==> config.mk <==
export PLATFORM = sky130hd
export DESIGN_NAME = gpio_hex_display
export DESIGN_NICKNAME = d
export VERILOG_FILES = /design/src/rtl/hex_display_pkg.sv /design/src/rtl/seg7_decode.sv /design/src/rtl/gpio_hex_display.sv
export SDC_FILE = /design/constraint.sdc
export NUM_CORES = 1
export LEC_CHECK = 0
export ABC_AREA = 0
export CAP_MARGIN = 20
export CORE_MARGIN = 5
export CORE_UTILIZATION = 30
export CTS_CLUSTER_DIAMETER = 150
export DETAILED_ROUTE_END_ITERATION = 10
export PLACE_DENSITY_LB_ADDON = 0.15
export SETUP_SLACK_MARGIN = 0.02
export SYNTH_ARGS = -nofsm -noshare
export SYNTH_HDL_FRONTEND = slang
export SYNTH_SLANG_ARGS = --single-unit
export TNS_END_PERCENT = 5
==> constraint.sdc <==
create_clock -name clk -period 3.6 [get_ports clk]
set_clock_uncertainty 0.2 [all_clocks]
set_input_delay 1.08 -clock clk [delete_from_list [all_inputs] [get_ports clk]]
set_output_delay 1.08 -clock clk [all_outputs]
set_load 0.1 [all_outputs]
==> src/rtl/hex_display_pkg.sv <==
// Shared definitions for the GPIO hex/decimal display.
//   state_e      : controller states (idle, double-dabble shift, segment update)
//   NUM_DIGITS   : number of seven-segment digits driven
//   BCD_DIGITS   : BCD accumulator width in nibbles (covers 2^32-1)
//   SHIFT_CYCLES : double-dabble iterations for a 32-bit operand
//   SEG_BLANK    : all-segments-off pattern in active-low form
//   SEG_TABLE    : active-low {g,f,e,d,c,b,a} codes for hex digits 0..F
package hex_display_pkg;

  typedef enum logic [1:0] {
    StIdle,
    StShift,
    StUpdate
  } state_e;

  localparam int unsigned NUM_DIGITS   = 8;
  localparam int unsigned BCD_DIGITS   = 10;
  localparam int unsigned SHIFT_CYCLES = 32;

  localparam logic [6:0] SEG_BLANK = 7'h7F;

  // Index 15 is leftmost in the pattern below.
  localparam logic [15:0][6:0] SEG_TABLE = '{
    7'h0E, 7'h06, 7'h21, 7'h46, 7'h03, 7'h08, 7'h10, 7'h00,
    7'h78, 7'h02, 7'h12, 7'h19, 7'h30, 7'h24, 7'h79, 7'h40
  };

endpackage

==> src/rtl/seg7_decode.sv <==
// Combinational seven-segment decoder for one digit.
//   digit : 4-bit hex digit
//   blank : 1 forces all segments off
//   seg   : {g,f,e,d,c,b,a}, active-low when SEG_ACTIVE_LOW=1, else inverted
module seg7_decode
  import hex_display_pkg::*;
#(
  parameter bit SEG_ACTIVE_LOW = 1'b1
) (
  input  logic [3:0] digit,
  input  logic       blank,
  output logic [6:0] seg
);

  logic [6:0] pattern;

  always_comb begin
    pattern = blank ? SEG_BLANK : SEG_TABLE[digit];
    seg     = SEG_ACTIVE_LOW ? pattern : ~pattern;
  end

endmodule

==> src/rtl/gpio_hex_display.sv <==
// Eight-digit seven-segment driver for a CPU GPIO word.
// Captures {value, hex_mode} whenever it changes while idle, converts to BCD by
// double-dabble in decimal mode, then loads all segment registers at once.
//   clk       : clock, rising edge
//   rst       : asynchronous active-low reset
//   value     : 32-bit word to display
//   hex_mode  : 1 = hexadecimal, 0 = unsigned decimal
//   hex0..7   : registered segment patterns, hex0 least significant
//   busy      : registered, high during conversion/update
//   overflow  : registered, decimal value needs more than 8 digits
module gpio_hex_display
  import hex_display_pkg::*;
#(
  parameter bit BLANK_LZ       = 1'b1,
  parameter bit SEG_ACTIVE_LOW = 1'b1
) (
  input  logic        clk,
  input  logic        rst,
  input  logic [31:0] value,
  input  logic        hex_mode,
  output logic [6:0]  hex0,
  output logic [6:0]  hex1,
  output logic [6:0]  hex2,
  output logic [6:0]  hex3,
  output logic [6:0]  hex4,
  output logic [6:0]  hex5,
  output logic [6:0]  hex6,
  output logic [6:0]  hex7,
  output logic        busy,
  output logic        overflow
);

  localparam logic [6:0] BLANK_CODE = SEG_ACTIVE_LOW ? SEG_BLANK : ~SEG_BLANK;

  state_e                         state_q, state_d;
  logic [5:0]                     cnt_q, cnt_d;
  logic [4*BCD_DIGITS-1:0]        bcd_q, bcd_d;
  logic [31:0]                    bin_q, bin_d;
  logic [31:0]                    value_q, value_d;
  logic                           mode_q, mode_d;
  logic                           valid_q, valid_d;
  logic [NUM_DIGITS-1:0][6:0]     hex_q, hex_d;
  logic                           ovf_q, ovf_d;
  logic                           busy_q, busy_d;

  logic [4*BCD_DIGITS-1:0]        bcd_adj;
  logic [NUM_DIGITS-1:0][3:0]     digit;
  logic [NUM_DIGITS-1:0]          blank;
  logic [NUM_DIGITS-1:0][6:0]     seg;
  logic                           ovf_now;
  logic                           blank_en;
  logic                           above_zero;

  // Double-dabble correction: bias every nibble >= 5 before the shift.
  always_comb begin
    bcd_adj = bcd_q;
    for (int k = 0; k < int'(BCD_DIGITS); k++) begin
      if (bcd_q[4*k +: 4] >= 4'd5) begin
        bcd_adj[4*k +: 4] = bcd_q[4*k +: 4] + 4'd3;
      end
    end
  end

  // Digit selection and leading-zero blanking from the captured data.
  always_comb begin
    digit      = mode_q ? value_q : bcd_q[31:0];
    ovf_now    = !mode_q && (bcd_q[39:32] != '0);
    blank_en   = BLANK_LZ && !ovf_now;
    above_zero = 1'b1;
    blank      = '0;
    for (int i = int'(NUM_DIGITS) - 1; i >= 1; i--) begin
      above_zero = above_zero && (digit[i] == 4'd0);
      blank[i]   = blank_en && above_zero;
    end
  end

  for (genvar g = 0; g < NUM_DIGITS; g++) begin : g_dec
    seg7_decode #(
      .SEG_ACTIVE_LOW(SEG_ACTIVE_LOW)
    ) u_dec (
      .digit(digit[g]),
      .blank(blank[g]),
      .seg  (seg[g])
    );
  end

  always_comb begin
    state_d = state_q;
    cnt_d   = cnt_q;
    bcd_d   = bcd_q;
    bin_d   = bin_q;
    value_d = value_q;
    mode_d  = mode_q;
    valid_d = valid_q;
    hex_d   = hex_q;
    ovf_d   = ovf_q;

    unique case (state_q)
      StIdle: begin
        if (!valid_q || (value != value_q) || (hex_mode != mode_q)) begin
          value_d = value;
          mode_d  = hex_mode;
          valid_d = 1'b1;
          bin_d   = value;
          bcd_d   = '0;
          cnt_d   = '0;
          state_d = hex_mode ? StUpdate : StShift;
        end
      end
      StShift: begin
        bcd_d = {bcd_adj[4*BCD_DIGITS-2:0], bin_q[31]};
        bin_d = {bin_q[30:0], 1'b0};
        cnt_d = cnt_q + 6'd1;
        if (cnt_q == 6'(SHIFT_CYCLES - 1)) begin
          state_d = StUpdate;
        end
      end
      StUpdate: begin
        hex_d   = seg;
        ovf_d   = ovf_now;
        state_d = StIdle;
      end
      default: state_d = StIdle;
    endcase

    busy_d = (state_d != StIdle);
  end

  always_ff @(posedge clk or negedge rst) begin
    if (!rst) begin
      state_q <= StIdle;
      cnt_q   <= '0;
      bcd_q   <= '0;
      bin_q   <= '0;
      value_q <= '0;
      mode_q  <= 1'b0;
      valid_q <= 1'b0;
      hex_q   <= {NUM_DIGITS{BLANK_CODE}};
      ovf_q   <= 1'b0;
      busy_q  <= 1'b0;
    end else begin
      state_q <= state_d;
      cnt_q   <= cnt_d;
      bcd_q   <= bcd_d;
      bin_q   <= bin_d;
      value_q <= value_d;
      mode_q  <= mode_d;
      valid_q <= valid_d;
      hex_q   <= hex_d;
      ovf_q   <= ovf_d;
      busy_q  <= busy_d;
    end
  end

  assign hex0     = hex_q[0];
  assign hex1     = hex_q[1];
  assign hex2     = hex_q[2];
  assign hex3     = hex_q[3];
  assign hex4     = hex_q[4];
  assign hex5     = hex_q[5];
  assign hex6     = hex_q[6];
  assign hex7     = hex_q[7];
  assign busy     = busy_q;
  assign overflow = ovf_q;

endmodule
# Word level (Yosys, flattened, before mapping)
# Memories as Yosys holds them, arrays and structs flattened. A register that Yosys moved wholly into a read port is not among the register bits.
# Index checks and enable logic that the tools add are counted.
# totals
regBits,165
memories,8
out_inout_bits,58
romBits,896
in_bits,35
# memory_table
memory,depth,word_bits,rd,rd_ports_with_merged_regs,wr,line,text
(no name shown),16,7,1,0,0,seg7_decode.sv:18,pattern = blank ? SEG_BLANK : SEG_TABLE[digit];
(no name shown),16,7,1,0,0,seg7_decode.sv:18,
(no name shown),16,7,1,0,0,seg7_decode.sv:18,
(no name shown),16,7,1,0,0,seg7_decode.sv:18,
(no name shown),16,7,1,0,0,seg7_decode.sv:18,
(no name shown),16,7,1,1,0,seg7_decode.sv:18,
+2 memories,-,-,-,-,-,-,
# op_classes
muxes,35
reduce_logical,33
n_eq_ne,6
n_addsub,11
n_lt_le_gt_ge,17
# op_table
operator,n
$mux W7,14
$pmux W40 S2,1
$mux W32,2
$pmux W32 S2,1
$ge A4 B3 Y1 const B,10
$mux W40,1
$add A4 B2 Y4 const B,9
$mux W4,9
$lt A4 B5 Y1 const B,7
$ne A32 B32 Y1,1
$logic_not A4 Y1,7
$logic_and A1 B1 Y1,14
$pmux W6 S2,1
$reduce_bool A8 Y1,1
$add A6 B1 Y6 const B,1
$eq A6 B5 Y1 const B,1
$mux W2,3
$mux W6,1
$logic_not A1 Y1,4
$pmux W2 S2,1
$reduce_and A2 Y1,2
$reduce_bool A2 Y1,2
$add A3 B2 Y3 const B,1
$mux W3,1
6 further kinds,7

# Depth between registers and ports, before layout
# logic_depth
depth_word,10
depth_mapped,13
depth_no_buf,9

# Cells and area by module
# From an unflattened synthesis, not the netlist that was laid out.
# hier_totals
cells_unflattened,1167
hier_area_um2,11498.5
# modules_own_cells
mod,seq_area_each_um2,cells_each,n_inst,area_each_um2
gpio_hex_display,4374.2,887,1,9106.2
seg7_decode,0.0,35,8,299.0

# Worst setup path after synthesis
# Ideal clock, no wire load.
# synth_path
path_type,register to register
start,reg mode_q
end,"reg hex_q, in the netlist hex1[5]"
stages_incl_launch_ff,12
slack_ns,0.563
synth_period_minus_slack_ns,3.037
arrival_ns,2.759
cell_sequence,dfrtp_1 -> buf_4 -> buf_6 -> buf_2 -> buf_2 -> mux2i_1 -> ha_1 -> o21ai_1 -> nor4_4 -> and4_1 -> a31oi_2 -> a31oi_1
# synth_via
elab_chain_cells,10
elab_cells_between_ends,21
# synth_lines
element,line,text
"start, declared",gpio_hex_display.sv:40,"logic mode_q, mode_d;"
"start signal, assigned",gpio_hex_display.sv:147,mode_q <= mode_d;
branches (longest 9 deep; another with $mem_v2 Z16 W7),-,
$mux W7 (*),seg7_decode.sv:18,
"end signal, assigned",gpio_hex_display.sv:138,hex_q <= {NUM_DIGITS{BLANK_CODE}};
"end, declared",gpio_hex_display.sv:42,"logic [NUM_DIGITS-1:0][6:0] hex_q, hex_d;"
# Mark *: on every way between the ends. The select of a mux whose other input is x is not followed.
# A chain may end at the register's enable or synchronous reset.

# Final worst setup path
# layout_path
start,reg mode_q
end,"reg hex_q, in the netlist hex2[5]"
# layout_via
elab_chain_cells,9
elab_cells_between_ends,19
# layout_lines
element,line
branches (longest 8 deep; another with $mem_v2 Z16 W7),-
$mux W7 (*),seg7_decode.sv:18
# Marks and branches as above.

==> impl_results.md <==
- R2R depth: 8
- I/O pin cnt: 93
- Synth unique cells: 53
- PwrDens: 1050 mW/mm^2
- Routed length on met1: 15.7 mm
- # hold bufs at CTS: 0
- Setup violators final: 0
- Total of max-cap violations: 0
- Share of the synthesized area in the top cell type: 0.274
- Type of the worst setup path: register to register
- Nets: roughly 1400
- Detailed Route Iter0 Violations: between 500 and 600
- Multi-input logic area: 0.00575 mm^2
- Clock Sinks: 172
- Met2 wire length: about 14 mm
- Post-Layout Cell Count: between 1500 and 2000
- CTS tree: done
- CTS max path bufs: 2
- Ys flop type: dfrtp_1
- Area growth syn-to-layout: 22.3%
- Initial antenna violation count: 0
- Seq cells post-synth: ~170
- Critical Path End Type: register
- Final Hold Viols: 0
- Comb power frac: 0.588
- FMAX: 0.310 GHz
- PortBufs: about 90
- Core area: approximately 0.035 mm^2
- Sequential fraction of the synthesis area: 0.413
- FP Rows: 68
- Resized Gates After CTS: 0
- # fillers: between 3000 and 4000
- Startpoint types: register
- Vias in the first global route: 8820
- Pre-antenna DRT Iters: 5
- Syn. warnings: 0
- Cells after Synth: approximately 1100
- Avg Inst Size Synth: slightly above 9 um^2
- Shortest period the worst path allows: roughly 3.2 ns
- Most frequent cells in the layout: nand2_1, buf_4, dfrtp_1
- Critical Path RT: about 3.8 ns
- Switching power of the nets: between 0.006 and 0.007 W
- Number of flops mapped to enable cells by yosys: 0
- Remaining DRCs: 0
- Most common cell after layout, fill and taps aside: nand2_1
- Worst VDD drop: 0.000864 V
- CTS buffer count: 17
- # placed instances: ~1700
- Worst reg2reg setup slack: ~0.38 ns
- Initial Utilization: 0.305
- H-Tree Depth: 4
- Largest net degree at the start of global routing: 46
- Hold depth: 2
- Period utilization: 0.895
- Worst-Margin Slew: around 0.94 ns
- Worst-path clk slew: 0.07 ns
- Switching portion of total power: 0.514
- Vias: ~9000
- Vias per cell: 5.13
- Leak: roughly 5.5 nW
- Crit-path max FO: 20
- GPL Wtd Cong: between 0.8 and 0.9
- Syn nets: between 1000 and 1500
- Max layer used: met4
- Post-synthesis cell area: 0.0106 mm^2
- Clk_lat worst skew: roughly 0.45 ns
- Tot GR Track Use: 0.162
- Power Internal: 0.00662 W
- Fraction of layout cells with a size suffix above 1: 0.220
- Metal3 WL: around 1.1 mm
- Post-DP HPWL: between 20 and 25 mm
- Max-slew headroom at the worst pin: 0.375
- RSZ-0062 raised after global routing: no
- WP data arrival: 3.38 ns
- Async S/R FF share, synth: 1.00
- CTS root buf: clkbuf_16
- Clock power frac: 0.147
- Max-slew violation count: 0
- Flop pwr share: 0.265
- Die Span X: between 150 and 200 um
- Area contributors post-synth: dfrtp_1, dfstp_2, ha_1
- Status: complete, no violations
- HP Class: register to register
- Sum Neg Setup Slack: 0 ns
- Die ar.: between 0.03 and 0.04 mm^2
- Die H: 198 um
- FF/Latch Area: 0.00438 mm^2
- Grt ovf: 0
- Dominant cell type by area after synthesis: dfrtp_1
- Final ANT Viol Nets: 0
- # Post-CTS Setup Buffers: 0
- Total Routed Length: 31.1 mm
- Wire length per cell: around 18 um
- First-pass GRT wire length: between 50 and 60 mm
[cell families after synthesis]
group / after synthesis / share of synthesized area
AO/OA/AOI/OAI: 315 / 0.199
adder cells (fa/ha/maj): 66 / 0.0779
buffers and inverters: 114 / 0.0476
AND/OR/NAND/NOR: 359 / 0.150
flip-flops: 172 / 0.413
XOR/XNOR: 42 / 0.0347
multiplexers: 74 / 0.0777
[stage by stage]
step                      utilization  worst slack (ns)  power, W  hold WS (ns)  instance area (um^2)
final                           0.373             0.377    0.0136         0.250                 13000
after floorplan                     -             0.563   0.00949         0.250                 10600
after detailed placement        0.355           -0.0636    0.0117         0.245                 12300
after CTS                       0.373             0.320    0.0137         0.255                 13000
after global placement          0.355           -0.0659    0.0116         0.245                 12300
after global routing            0.373            0.0991    0.0146         0.266                 13000
[flip-flops by register name, indices dropped and copies added, names as in the netlist]
name,flops
bcd_q,40
bin_q,32
busy,1
cnt_q,6
hex0,7
hex1,7
hex2,7
hex3,7
hex4,7
hex5,7
hex6,7
hex7,7
mode_q,1
overflow,1
state_q,2
valid_q,1
value_q,32
[layout make-up]
class,instances,area share
Antenna cell,1,0.000193
Multi-Input combinational cell,856,0.444
Sequential cell,172,0.338
Tap cell,455,0.0439
Clock buffer,18,0.0339
Inverter,53,0.0154
Clock inverter,14,0.0142
Timing Repair Buffer,168,0.111
[cell usage after synthesis (3+ instances only)]
cell type / number
dfrtp_1: 116
o22ai_1: 16
o32ai_1: 9
nand4_1: 9
o2bb2ai_1: 4
nor2_1: 94
nor4_1: 6
dfstp_2: 56
nand2b_1: 24
xor2_1: 16
a2111oi_0: 4
a211oi_1: 3
a22o_1: 26
inv_1: 51
nand3_1: 38
o211ai_1: 4
buf_6: 4
a221oi_1: 14
xnor2_1: 26
a21oi_1: 80
nand2_1: 158
a32oi_1: 8
buf_1: 4
a221o_1: 31
nor3_1: 15
ha_1: 66
nor3b_1: 9
a22oi_1: 5
clkbuf_1: 36
o21ai_0: 74
buf_4: 10
buf_2: 7
mux2i_1: 26
mux2_2: 46
a31oi_1: 19
o21a_1: 7
[per-layer routing]
metal / up-vias / track usage
li1: 4361 / -
met1: 4368 / 0.239
met2: 166 / 0.245
met3: 21 / 0.0320
met4: 0 / 0.0355
met5: - / 0
[critical path, stage by stage (launching register included)]
cell     delay [ns]
dfrtp_2        0.60
o21ai_0        0.66
inv_1          0.19
ha_1           0.30
o21ai_1        0.23
nor4_4         0.14
and4_1         0.26
nor2_1         0.38
a31oi_1        0.16
[power by group through the flow]
| stage | sequential (W) | clock (W) | combinational (W) |
|---|---|---|---|
| floorplan | 0.00560 | 0 | 0.00389 |
| global placement | 0.00364 | 0 | 0.00798 |
| detailed placement | 0.00365 | 0 | 0.00804 |
| CTS | 0.00362 | 0.00206 | 0.00806 |
| global route | 0.00372 | 0.00215 | 0.00871 |
| finish | 0.00361 | 0.00200 | 0.00801 |
[final timing paths]
path,startpoint,endpoint
worst max-delay path,mode_q,hex2[5]
worst min-delay path,hex6[3],hex6[3]
max in group asynchronous,rst,hex6[2]
worst max register to register,mode_q,hex2[5]
min in group asynchronous,rst,value_q[25]
worst min register to register,hex6[3],hex6[3]
Note: power is estimated with default switching activity, not from simulation.
